### src/rtl/fft_pkg.sv
// Shared FFT package: sequencer state encoding plus the width and latency
// helpers that the AGU, BPU and sequencer all derive their sizes from.
package fft_pkg;

    typedef logic [2:0] state_t;

    localparam state_t ST_IDLE   = 3'd0;
    localparam state_t ST_LOAD   = 3'd1;
    localparam state_t ST_ISSUE  = 3'd2;
    localparam state_t ST_DRAIN  = 3'd3;
    localparam state_t ST_UNLOAD = 3'd4;

    function automatic int stage_width(input int n);
        return $clog2($clog2(n));
    endfunction

    function automatic int pair_id_width(input int n);
        return $clog2(n / 2);
    endfunction

    // Cycles from a butterfly issue until its result is ready to write back.
    function automatic int wb_latency(input int rd_latency, input int mult_latency);
        return rd_latency + mult_latency;
    endfunction

endpackage

### src/rtl/buffer.sv
// Fixed-length delay line: q is d delayed by buffer_length clocks, cleared
// by a synchronous active-high reset.
module buffer #(
    parameter int buffer_length = 3,
    parameter int vector_size   = 1
) (
    input  logic                   clk,
    input  logic                   reset,
    input  logic [vector_size-1:0] d,
    output logic [vector_size-1:0] q
);

    logic [buffer_length-1:0][vector_size-1:0] tap_reg;
    logic [buffer_length-1:0][vector_size-1:0] tap_next;

    assign tap_next[0] = d;

    genvar gi;
    generate
        for (gi = 1; gi < buffer_length; gi++) begin : g_tap
            assign tap_next[gi] = tap_reg[gi-1];
        end
    endgenerate

    always_ff @(posedge clk) begin
        if (reset) begin
            tap_reg <= '0;
        end else begin
            tap_reg <= tap_next;
        end
    end

    assign q = tap_reg[buffer_length-1];

endmodule

### src/rtl/fft_sequencer.sv
// Control FSM for the in-place radix-2 FFT: load, per-stage butterfly issue
// with write-back drain, then unload. Optional FFT_SEQ_CYCLE_CNT_EN adds cycle_count.
module fft_sequencer
    import fft_pkg::*;
#(
    parameter  int N            = 32,
    parameter  int mult_latency = 2,
    parameter  int rd_latency   = 1,
    localparam int LOG2N        = $clog2(N),
    localparam int STAGE_W      = stage_width(N),
    localparam int PAIR_W       = pair_id_width(N),
    localparam int WB_LAT       = wb_latency(rd_latency, mult_latency)
) (
    input  logic               clk,
    input  logic               reset,
    input  logic               start,
    output logic               busy,
    output logic               input_en,
    input  logic               input_done,
    output logic [STAGE_W-1:0] stage,
    output logic [PAIR_W-1:0]  pair_id,
    output logic               issue_valid,
    output logic               wb_en,
    output logic               bank_select,
    output logic               output_en,
    input  logic               output_done,
`ifdef FFT_SEQ_CYCLE_CNT_EN
    output logic               done,
    output logic [31:0]        cycle_count
`else
    output logic               done
`endif
);

    localparam int DRAIN_W = $clog2(WB_LAT + 1);
    localparam logic [STAGE_W-1:0] LAST_STAGE  = STAGE_W'(LOG2N - 1);
    localparam logic [PAIR_W-1:0]  LAST_PAIR   = PAIR_W'(N / 2 - 1);
    localparam logic [DRAIN_W-1:0] LAST_DRAIN  = DRAIN_W'(WB_LAT - 1);
    localparam logic               UNLOAD_BANK = 1'(LOG2N % 2);

    state_t               state_reg, state_next;
    logic [STAGE_W-1:0]   stage_reg, stage_next;
    logic [PAIR_W-1:0]    pair_reg, pair_next;
    logic [DRAIN_W-1:0]   drain_reg, drain_next;
    logic                 bank_reg, bank_next;
    logic                 busy_reg, input_en_reg, issue_valid_reg, output_en_reg, done_reg;
    logic                 accept;

    // done_reg is high in the first IDLE cycle, so a start there is refused.
    assign accept = (state_reg == ST_IDLE) && start && !done_reg;

    always_comb begin
        state_next = state_reg;
        stage_next = stage_reg;
        pair_next  = pair_reg;
        drain_next = drain_reg;
        case (state_reg)
            ST_IDLE: begin
                if (accept) state_next = ST_LOAD;
            end
            ST_LOAD: begin
                if (input_done) begin
                    state_next = ST_ISSUE;
                    stage_next = '0;
                    pair_next  = '0;
                end
            end
            ST_ISSUE: begin
                if (pair_reg == LAST_PAIR) begin
                    state_next = ST_DRAIN;
                    pair_next  = '0;
                    drain_next = '0;
                end else begin
                    pair_next = pair_reg + 1'b1;
                end
            end
            ST_DRAIN: begin
                if (drain_reg == LAST_DRAIN) begin
                    drain_next = '0;
                    if (stage_reg == LAST_STAGE) begin
                        state_next = ST_UNLOAD;
                        stage_next = '0;
                    end else begin
                        state_next = ST_ISSUE;
                        stage_next = stage_reg + 1'b1;
                    end
                end else begin
                    drain_next = drain_reg + 1'b1;
                end
            end
            ST_UNLOAD: begin
                if (output_done) state_next = ST_IDLE;
            end
            default: state_next = ST_IDLE;
        endcase
    end

    // Stage s reads bank s mod 2; the loader fills bank 0 while bank 1 is selected.
    always_comb begin
        bank_next = 1'b0;
        case (state_next)
            ST_LOAD:            bank_next = 1'b1;
            ST_ISSUE, ST_DRAIN: bank_next = stage_next[0];
            ST_UNLOAD:          bank_next = UNLOAD_BANK;
            default:            bank_next = 1'b0;
        endcase
    end

    always_ff @(posedge clk) begin
        if (reset) begin
            state_reg       <= ST_IDLE;
            stage_reg       <= '0;
            pair_reg        <= '0;
            drain_reg       <= '0;
            bank_reg        <= 1'b0;
            busy_reg        <= 1'b0;
            input_en_reg    <= 1'b0;
            issue_valid_reg <= 1'b0;
            output_en_reg   <= 1'b0;
            done_reg        <= 1'b0;
        end else begin
            state_reg       <= state_next;
            stage_reg       <= stage_next;
            pair_reg        <= pair_next;
            drain_reg       <= drain_next;
            bank_reg        <= bank_next;
            busy_reg        <= (state_next != ST_IDLE);
            input_en_reg    <= (state_next == ST_LOAD);
            issue_valid_reg <= (state_next == ST_ISSUE);
            output_en_reg   <= (state_next == ST_UNLOAD);
            done_reg        <= (state_reg == ST_UNLOAD) && output_done;
        end
    end

    buffer #(
        .buffer_length(WB_LAT),
        .vector_size  (1)
    ) u_wb_delay (
        .clk  (clk),
        .reset(reset),
        .d    (issue_valid_reg),
        .q    (wb_en)
    );

`ifdef FFT_SEQ_CYCLE_CNT_EN
    logic [31:0] cycle_count_reg;

    // Counts the acceptance cycle through the done cycle, then holds.
    always_ff @(posedge clk) begin
        if (reset) begin
            cycle_count_reg <= '0;
        end else if (accept) begin
            cycle_count_reg <= 32'd1;
        end else if ((state_reg != ST_IDLE) && (cycle_count_reg != '1)) begin
            cycle_count_reg <= cycle_count_reg + 32'd1;
        end
    end

    assign cycle_count = cycle_count_reg;
`endif

    assign busy        = busy_reg;
    assign input_en    = input_en_reg;
    assign stage       = stage_reg;
    assign pair_id     = pair_reg;
    assign issue_valid = issue_valid_reg;
    assign bank_select = bank_reg;
    assign output_en   = output_en_reg;
    assign done        = done_reg;

endmodule

### config.mk
export PLATFORM = sky130hd
export DESIGN_NAME = fft_sequencer
export DESIGN_NICKNAME = d
export VERILOG_FILES = /design/src/rtl/fft_pkg.sv /design/src/rtl/buffer.sv /design/src/rtl/fft_sequencer.sv
export SDC_FILE = /design/constraint.sdc
export NUM_CORES = 1
export LEC_CHECK = 0
export ABC_AREA = 0
export BUFFER_PORTS_ARGS = -buffer_cell sky130_fd_sc_hd__buf_2
export CAP_MARGIN = 30
export CORE_ASPECT_RATIO = 1.5
export CORE_MARGIN = 3
export CORE_UTILIZATION = 47
export DETAILED_ROUTE_END_ITERATION = 8
export GPL_ROUTABILITY_DRIVEN = 0
export HOLD_SLACK_MARGIN = 0.1
export PLACE_DENSITY = 0.73
export SYNTH_ARGS = -nofsm -noshare
export SYNTH_HDL_FRONTEND = slang
export SYNTH_SLANG_ARGS = --single-unit
### constraint.sdc
create_clock -name clk -period 1.71 [get_ports clk]
set_clock_uncertainty 0.2 [all_clocks]
set_input_delay 0.0855 -clock clk [delete_from_list [all_inputs] [get_ports clk]]
set_output_delay 0.0855 -clock clk [all_outputs]
set_load 0.02 [all_outputs]
==> results.tsv, run 1 <==
stage	metric	value	unit
critical_path	cp-end-kind	flip-flop	
timing	finalHoldViolations	0	
power_and_ir_drop	seqPwrFrac	57.2	%
layout	multi_input_area	526	um^2
power_and_ir_drop	clkPwrFrac	24.8	%
detailed_routing	drc	0	
critical_path	critPathRequiredTime	1.73	ns
timing	final.min_clock_period	1.70	ns
global_route	grt_pass1_vias	743	
critical_path	start_kind	flip-flop	
cts	clk_latency	0.30	ns
synth	yosysTopAreaCell	dfxtp_1	
timing	worst_pin_slew	0.380	ns
layout	fin_area	1210	um^2
layout	fin_cells	153	
floorplan	core	1880	um^2
layout	n_antenna_cell	0	
power_and_ir_drop	p_int	0.675	mW
synth	yosysWarningCount	0	
power_and_ir_drop	combPwrFrac	18.0	%
placed_design	hpwl	1370	um
power_and_ir_drop	peakVddDrop	0.807	mV
synth	synth_top_area_share	44.5	%
layout	drive_above_1_share	38.6	%
synth	ys_types	36	
critical_path	worst-r2r-cell-count	4	
placed_design	place_inst	144	
cts	clockBufferDepth	2	
worst_hold_path	hold_depth	1	
synth	syn_area_per_cell	9.26	um^2
detailed_routing	viasPerCell	5.42	
detailed_routing	drt_iter0_markers	16	
detailed_routing	wl_per_cell	12.5	um
power_and_ir_drop	power.net_switching	0.255	mW
layout	largest_register_ffs	4	
run_status	status	finished clean	
cts	cts_sinks	21	
detailed_routing	dr_total_vias	830	
detailed_routing	final_antenna_net_count	0	
power_and_ir_drop	power_density	769	nW/um^2
worst_hold_path	holdCritStartpoint	u_wb_delay.tap_next[2]	
synth	synth.area.top_cells	dfxtp_1 45%, nor2_1 6.0%, ha_1 4.0%, a21oi_1 3.7%, nor2b_1 3.3%	
cts	cts.clk_slew.worst_paths	0.11	ns
cts	cts_buffers	3	
timing	setup_viol	0	
layout	n_fill_cell	163	
job	drv_cap	0	
power_and_ir_drop	p_leak	0.512	nW
timing	maxClockFrequency	587	MHz
global_route	grt_max_degree	22	
detailed_routing	wl	1920	um
global_route	antenna_found_initial	0	
critical_path	cp.arrival	1.73	ns
layout	synthToLayoutAreaGrowth	27.9	%
cts	cts_root_buf	clkbuf_4	
global_route	grt_pass1_wl	3130	um
cts	h-tree-depth	1	
synth	synth_cells	102	
floorplan	initial_core_util	50.3	%
critical_path	r2r_end	bank_select	
worst_hold_path	hold_path_end	u_wb_delay.q	
floorplan	die_h	60.9	um
timing	slew-limit-headroom	74.7	%
worst_hold_path	worstHoldPathType	flip-flop to flip-flop	
power_and_ir_drop	swShare	27.5	%
floorplan	die_w	42.6	um
synth	synth_seq_cells	21	
critical_path	crit_type	flip-flop to flip-flop	
placed_design	portBuffers	18	
critical_path	r2r_start	state_reg[0]	
timing	slew_viol_final	0	
placed_design	placed_cell_area	1090	um^2
timing	rsz0062_at_grt	true	
synth	netlist_area	945	um^2
synth	yosysSeqAreaShare	44.5	%
detailed_routing	drtPass1Iterations	4	
synth	syn_nets	110	
critical_path	crit_fanout	9	
cts	cts_tree	done	
global_route	grtUsageTotal	15.8	%
floorplan	io_pins	19	
critical_path	r2r_slack	0.007	ns
floorplan	die_area	2600	um^2
timing	fin_crit_sh	99.6	%
floorplan	rows	19	
layout	layout.nets	141	
layout	regArea	430	um^2
global_route	grt.overflow.total	0	
power by group through the flow:
stage / sequential, mW / combinational (mW) / clock, mW
after floorplan: 0.554 / 0.0996 / 0
after global placement: 0.540 / 0.153 / 0
after detailed placement: 0.541 / 0.156 / 0
after CTS: 0.530 / 0.162 / 0.244
after global routing: 0.535 / 0.186 / 0.262
final: 0.532 / 0.168 / 0.231
cell usage after synthesis:
cell type / count
o21a_1: 1
nand2_1: 3
a311o_1: 1
nand2b_1: 2
nor4_2: 1
nor2b_1: 5
nand4b_1: 1
nand3b_1: 3
buf_4: 1
and3b_1: 2
o311ai_0: 1
clkbuf_1: 2
a21oi_1: 7
a41oi_1: 1
a31o_2: 1
ha_1: 3
nor2_1: 15
a22oi_1: 2
or2b_1: 1
inv_1: 3
nor4_1: 1
dfxtp_1: 21
a221oi_2: 1
a311oi_1: 1
nor3b_2: 1
and2b_1: 1
nor3b_1: 2
nand3_1: 2
mux2i_1: 1
and4b_1: 1
buf_6: 1
a31oi_1: 2
nor3_1: 4
nor2_2: 1
or3b_1: 3
o21ai_1: 3
layout make-up:
type                    count  share of cell area [%]
inverters                   3                   0.932
clock inverters             1                   0.414
multi-input cells          74                    43.5
clock buffers               3                    1.86
well taps                  21                    2.17
flip-flops and latches     21                    35.6
repair buffers             30                    15.5
cells by family (layout without fill, tap and decap cells):
group / after synthesis / count (layout) / share of synthesized area [%]
AOI/OAI and AO/OA: 21 / 21 / 15.4
adders and majority gates: 3 / 3 / 3.97
buffers and inverters: 7 / 37 / 3.97
DFF: 21 / 21 / 44.5
muxes: 1 / 1 / 1.06
and+or+nand+nor: 49 / 49 / 31.1
critical path, cell delays in order (launching register included):
cell,delay (ns)
dfxtp_2,0.37
buf_4,0.17
nand4b_1,0.18
a311o_2,0.47
a221oi_2,0.24
routing by layer:
metal  wire length (um)  global-route usage (%)  vias to the layer above
met4                 25                    11.1                        0
met2               1000                    25.5                       14
met3                 53                    1.78                        4
li1                   -                       -                      426
met5                  0                       0                        -
met1                835                    19.5                      386
how the worst max path moves through the flow:
stage	start	endpoint	slack [ns]	cells past startpoint
floorplan	pair_id[1]	bank_select	0.002	4
global placement	stage[0]	bank_select	0.06	6
detailed placement	stage[1]	bank_select	0.0009	6
CTS	state_reg[0]	pair_id[3]	0.01	5
global route	state_reg[0]	input_en	-0.05	4
finish	state_reg[0]	bank_select	0.007	4
stage by stage:
step                util, %  power, mW  hold WS, ns  setup slack, ns  setup TNS, ns
floorplan                 -      0.653       0.0511          0.00196              0
global placement       58.2      0.693        0.175           0.0598              0
detailed placement     58.2      0.697        0.176         0.000908              0
CTS                    61.4      0.935        0.252          0.00954              0
global route           64.4      0.983        0.264          -0.0487        -0.0979
finish                 64.4      0.930        0.247          0.00671              0
layout by cell type, fill, tap and decap left out, drive strengths merged, types with 4 or more instances in the layout:
cell type / netlist / final
dfxtp: 21 / 21
nor2b: 5 / 5
buf: 2 / 27
nor2: 16 / 16
a21oi: 7 / 7
nor3: 4 / 4
repair_timing:
item                                    4_1_cts  5_1_grt
endpoints found under the setup margin        2        9
pin swaps                                     1        4
buffers inserted                              0        2
hold buffers                                  3        0
gates resized for setup                       1       12
cloned                                        0        0
hold endpoints to repair                     21        0
Power figures use the tool's default switching activity.
==> run 2: changes to the inputs <==
Clock period 1.71 ns to 1.5 ns, I/O delays scaled along.
==> run 2 against run 1 <==
Against the previous run: the run now ends with negative hold slack, negative setup slack left; cell count is 9.8% higher; die area did not move; via count rose by 12%; global-route usage grew 3.4 points; routed wire length rose by 37%; first-iteration DRC count decreased by 19%; critical endpoint unchanged; largest power group unchanged.
==> results.tsv, run 2 (same netlist as run 1, synthesis figures left out) <==
stage	metric	value	unit	change
run_status	status	finished, violations left		was finished clean
run_status	violations	negative hold slack, negative setup slack		
floorplan	die_w	42.6	um	unchanged
detailed_routing	drtPass1Iterations	4		unchanged
cts	cts_hold_buf	5		was 3
detailed_routing	wl_per_cell	15.6	um	was 12.5 um
critical_path	r2r_start	state_reg[0]		unchanged
job	drv_cap	0		unchanged
detailed_routing	final_antenna_net_count	0		unchanged
layout	largest_register_ffs	4		unchanged
worst_hold_path	worstHoldPathType	primary input to flip-flop		was flip-flop to flip-flop
timing	fin_crit_sh	110	%	was 99.6%
critical_path	crit_chain	or2b_1 -> o21a_1 -> a311oi_2 -> a221oi_2		was buf_4 -> nand4b_1 -> a311o_2 -> a221oi_2
power_and_ir_drop	power_density	785	nW/um^2	was 769 nW/um^2
layout	synthToLayoutAreaGrowth	55.5	%	was 27.9%
cts	cts_tree	done		unchanged
timing	slew_viol_final	0		unchanged
layout	mostFrequentLayoutCells	18 x buf_2, 14 x dfxtp_1, 14 x buf_4		was 18 x buf_2, 15 x nor2_1, 15 x dfxtp_1
layout	final_common_cell	buf_2		unchanged
timing	setup_viol	14		was 0
layout	drive_above_1_share	54.4	%	was 38.6%
critical_path	cp.arrival	1.63	ns	was 1.73 ns
timing	fin_ws	-0.152	ns	was 0.00671 ns
layout	n_antenna_cell	0		unchanged
timing	rsz0062_at_grt	true		unchanged
floorplan	core	1880	um^2	unchanged
critical_path	critPathLaunch	state_reg[0]		unchanged
critical_path	critPathTopFamily	compound AO/OA/AOI/OAI gates		unchanged
detailed_routing	wl	2630	um	was 1920 um
critical_path	start_kind	flip-flop		unchanged
timing	slew-limit-headroom	73.3	%	was 74.7%
floorplan	initial_core_util	50.3	%	unchanged
global_route	grt_pass1_vias	915		was 743
floorplan	io_pins	19		unchanged
layout	n_fill_cell	127		was 163
layout	layout.nets	156		was 141
floorplan	die_h	60.9	um	unchanged
critical_path	critPathBufInv	0		was 1
critical_path	cp-end-kind	flip-flop		unchanged
placed_design	hpwl	1570	um	was 1370 um
worst_hold_path	hold_path_end	output_en		was u_wb_delay.q
floorplan	rows	19		unchanged
cts	cts.clk_slew.worst_paths	0.12	ns	was 0.11 ns
global_route	grt_pass1_wl	3770	um	was 3130 um
cts	h-tree-depth	1		unchanged
global_route	grtUsageTotal	19.2	%	was 15.8%
critical_path	critPathSlowestCell	dfxtp_2		was a311o_2
timing	final.min_clock_period	1.65	ns	was 1.70 ns
critical_path	r2r_slack	-0.15	ns	was 0.007 ns
cts	clk_latency	0.30	ns	about the same
cts	cts_buffers	3		unchanged
critical_path	r2r_end	bank_select		unchanged
detailed_routing	viasPerCell	5.55		was 5.42
critical_path	critPathRequiredTime	1.48	ns	was 1.73 ns
timing	maxClockFrequency	605	MHz	was 587 MHz
timing	finalHoldViolations	12		was 0
critical_path	worst-r2r-cell-count	4		unchanged
power_and_ir_drop	peakVddDrop	0.888	mV	was 0.807 mV
placed_design	placed_cell_area	1200	um^2	was 1090 um^2
worst_hold_path	hold_depth	2		was 1
timing	timing.hold.ws	-0.0450	ns	was 0.247 ns
global_route	grt_max_degree	22		unchanged
detailed_routing	dr_total_vias	933		was 830
timing	worst_pin_slew	0.400	ns	was 0.380 ns
critical_path	slowest_delay	0.39	ns	was 0.47 ns
global_route	grt.overflow.total	0		unchanged
placed_design	portBuffers	18		unchanged
critical_path	crit_fanout	4		was 9
power_and_ir_drop	p_leak	0.623	nW	was 0.512 nW
cts	cts_sinks	21		unchanged
global_route	antenna_found_initial	0		unchanged
floorplan	die_area	2600	um^2	unchanged
cts	clockBufferDepth	2		unchanged
worst_hold_path	holdCritStartpoint	reset		was u_wb_delay.tap_next[2]
critical_path	crit_type	flip-flop to flip-flop		unchanged
detailed_routing	drt_iter0_markers	13		was 16
power_and_ir_drop	power	1.15	mW	was 0.930 mW
detailed_routing	drc	0		unchanged
cts	cts_root_buf	clkbuf_4		unchanged
layout	fin_area	1470	um^2	was 1210 um^2
==> run 2: report_power, final <==
part,switching (mW),leakage (nW),total [mW],internal (mW)
logic,0.146,0.430,0.280,0.134
registers,0.0171,0.175,0.599,0.582
clock network,0.175,0.0177,0.274,0.0994
total,0.338,0.623,1.15,0.815
==> run 2: stage by stage <==
stage               TNS [ns]  std cells  setup slack, ns  utilization (%)
floorplan            -0.0290        102          -0.0290                -
global placement      -0.558        154           -0.145             64.0
detailed placement     -1.05        154           -0.162             64.0
CTS                   -0.492        163          -0.0865             71.7
global route           -2.05        168           -0.209             78.2
finish                 -1.23        168           -0.152             78.2
==> run 2: worst max-delay path by stage <==
stage	endpoint	slack, ns	depth (start not counted)
after floorplan	bank_select	-0.03	6
after global placement	bank_select	-0.14	4
after detailed placement	pair_id[3]	-0.16	4
after CTS	bank_select	-0.09	6
after global routing	input_en	-0.21	5
final	bank_select	-0.15	4
==> run 2: what timing repair did <==
item                                   CTS  global route
setup endpoints to repair               14            17
gates resized for setup                 16            21
pin swaps                                6            10
endpoints found under the hold margin   21            17
setup buffers                            0             5
==> run 2: area by class of cell <==
class | count | area, um^2 | share of cell area [%]
multi-input combinational | 74 | 629 | 42.8
timing repair buffer | 45 | 335 | 22.8
clock buffer | 3 | 22.5 | 1.53
clock inverter | 1 | 5.00 | 0.341
inverter | 3 | 11.3 | 0.767
sequential | 21 | 439 | 29.9
tap | 21 | 26.3 | 1.79
==> run 2: per-layer routing <==
metal	up-vias	track usage [%]	part of all wire, %
li1	455	-	-
met1	448	19.7	40
met2	24	36.6	55
met3	6	2.67	3.1
met4	0	11.1	1.4
met5	-	0	0
==> run 3: changes to the inputs <==
Settings changed: CORE_UTILIZATION 47 to 25, PLACE_DENSITY 0.73 to not set.
==> run 3 against run 2 <==
Against the previous run: the run ends with negative setup slack left; non-clock buffer count fell by 4; routed wire length down 5.7%; clock-buffer cell count stayed put; first-iteration DRC count is 62% lower; clock power rose by 36%; via count down 4.5%; global-route usage shrank 7.4 points; critical path depth did not move; total power rose by 4.5%; sequential share of layout area up 1.1 points.
==> results.tsv, run 3 (same netlist as run 1, synthesis figures left out) <==
stage	metric	value	unit	change
run_status	status	finished, violations left		unchanged
run_status	violations	negative setup slack		was negative hold slack, negative setup slack
critical_path	crit_type	flip-flop to flip-flop		unchanged
timing	finalHoldViolations	0		was 12
cts	cts_tree	done		unchanged
detailed_routing	wl_per_cell	13.4	um	was 15.6 um
timing	final.min_clock_period	1.59	ns	was 1.65 ns
critical_path	cp.arrival	1.52	ns	was 1.63 ns
cts	clk_latency	0.26	ns	was 0.30 ns
global_route	antenna_found_initial	0		unchanged
global_route	grtUsageTotal	11.8	%	was 19.2%
global_route	grt.overflow.total	0		unchanged
layout	n_fill_cell	367		was 127
critical_path	worst-r2r-cell-count	4		unchanged
timing	worst_pin_slew	0.413	ns	was 0.400 ns
detailed_routing	dr_total_vias	891		was 933
power_and_ir_drop	power_density	843	nW/um^2	was 785 nW/um^2
detailed_routing	drtPass1Iterations	4		unchanged
timing	fin_crit_sh	106	%	was 110%
floorplan	die_h	81.3	um	was 60.9 um
critical_path	crit_end	stage[2]		was bank_select
job	drv_cap	0		unchanged
timing	rsz0062_at_grt	true		unchanged
layout	drive_above_1_share	51.7	%	was 54.4%
critical_path	r2r_start	state_reg[0]		unchanged
timing	setup-tns-final	-0.396	ns	was -1.23 ns
critical_path	crit_fanout	4		unchanged
floorplan	die_w	56.2	um	was 42.6 um
global_route	grt_max_degree	22		unchanged
critical_path	slowest_delay	0.41	ns	was 0.39 ns
placed_design	hpwl	1730	um	was 1570 um
critical_path	cp-end-kind	flip-flop		unchanged
cts	cts.clk_slew.worst_paths	0.08	ns	was 0.12 ns
timing	fin_ws	-0.0875	ns	was -0.152 ns
worst_hold_path	worstHoldPathType	primary input to flip-flop		unchanged
power_and_ir_drop	power	1.21	mW	was 1.15 mW
floorplan	die_area	4570	um^2	was 2600 um^2
placed_design	pre_cts_ws	-0.171	ns	was -0.162 ns
floorplan	rows	26		was 19
timing	slew-limit-headroom	72.4	%	was 73.3%
floorplan	initial_core_util	26.9	%	was 50.3%
layout	mostFrequentLayoutCells	18 x buf_2, 18 x buf_4, 14 x nor2_1		was 18 x buf_2, 14 x dfxtp_1, 14 x buf_4
critical_path	crit_chain	or2b_1 -> or3b_4 -> o311ai_2 -> a21oi_1		was or2b_1 -> o21a_1 -> a311oi_2 -> a221oi_2
cts	cts_hold_buf	4		was 5
detailed_routing	drc	0		unchanged
cts	cts_root_buf	clkbuf_8		was clkbuf_4
critical_path	critPathLaunch	state_reg[0]		unchanged
detailed_routing	viasPerCell	4.82		was 5.55
power_and_ir_drop	p_leak	0.597	nW	was 0.623 nW
layout	n_antenna_cell	0		unchanged
global_route	grt_pass1_wl	4220	um	was 3770 um
global_route	grt_pass1_vias	942		was 915
cts	clockBufferDepth	2		unchanged
placed_design	portBuffers	18		unchanged
power_and_ir_drop	peakVddDrop	0.397	mV	was 0.888 mV
layout	layout.nets	152		was 156
cts	cts_buffers	3		unchanged
layout	largest_register_ffs	4		unchanged
detailed_routing	drt_iter0_markers	5		was 13
critical_path	start_kind	flip-flop		unchanged
detailed_routing	final_antenna_net_count	0		unchanged
floorplan	io_pins	19		unchanged
timing	slew_viol_final	0		unchanged
timing	setup_viol	9		was 14
critical_path	r2r_end	stage[2]		was bank_select
cts	h-tree-depth	1		unchanged
timing	maxClockFrequency	630	MHz	was 605 MHz
cts	cts_sinks	21		unchanged
critical_path	critPathSlowestCell	or3b_4		was dfxtp_2
layout	synthToLayoutAreaGrowth	51.3	%	was 55.5%
detailed_routing	wl	2480	um	was 2630 um
critical_path	critPathRequiredTime	1.44	ns	was 1.48 ns
critical_path	r2r_slack	-0.09	ns	was -0.15 ns
floorplan	core	3510	um^2	was 1880 um^2
[run 3: layer usage]
metal / vias up / track usage [%] / wire length (um)
met4: 0 / 6.18 / 52
met5: - / 0 / 0
met1: 421 / 12.4 / 999
li1: 452 / - / -
met2: 13 / 22.4 / 1370
met3: 5 / 1.59 / 56
[run 3: critical path: cells and delay by family, from the launching register on]
family,cells,cell delay [ns]
and+or+nand+nor,2,0.69
AOI/OAI and AO/OA,2,0.21
DFF,1,0.36
[run 3: metrics by stage]
stage | hold slack (ns) | utilization (%) | std cells | cell area, um^2
after floorplan | 0.0406 | - | 102 | 983
after global placement | 0.163 | 34.9 | 175 | 1230
after detailed placement | 0.175 | 34.9 | 175 | 1230
after CTS | 0.0162 | 39.5 | 184 | 1390
after global routing | 0.0367 | 40.7 | 185 | 1430
final | 0.0173 | 40.7 | 185 | 1430
[run 3: how the worst min path moves through the flow]
stage	from	endpoint	slack (ns)	cells past startpoint
finish	reset	state_reg[2]	0.02	2
global route	reset	drain_reg[1]	0.04	2
CTS	reset	state_reg[2]	0.02	2
detailed placement	output_done	done	0.17	2
global placement	output_done	done	0.16	2
floorplan	output_done	done	0.04	1
[run 3: area by class of cell]
cell class                      count  area [um^2]  share of cell area [%]
Tap cell                           42         52.6                    3.68
Timing Repair Buffer               41          277                    19.4
Clock buffer                        3         41.3                    2.89
Sequential cell                    21          443                    31.0
Multi-Input combinational cell     74          599                    41.9
Inverter                            3         11.3                   0.788
Clock inverter                      1         5.00                   0.350
[run 3: repair_timing]
item | CTS | global route
hold endpoints to repair | 19 | 12
setup endpoints to repair | 14 | 17
setup buffers | 1 | 1
pin swaps | 11 | 8
cloned | 0 | 0
gates resized for setup | 16 | 9
[run 3: power by group]
group	total, mW	internal (mW)	switching (mW)
Clock	0.373	0.185	0.188
Combinational	0.232	0.110	0.122
Sequential	0.601	0.580	0.0210
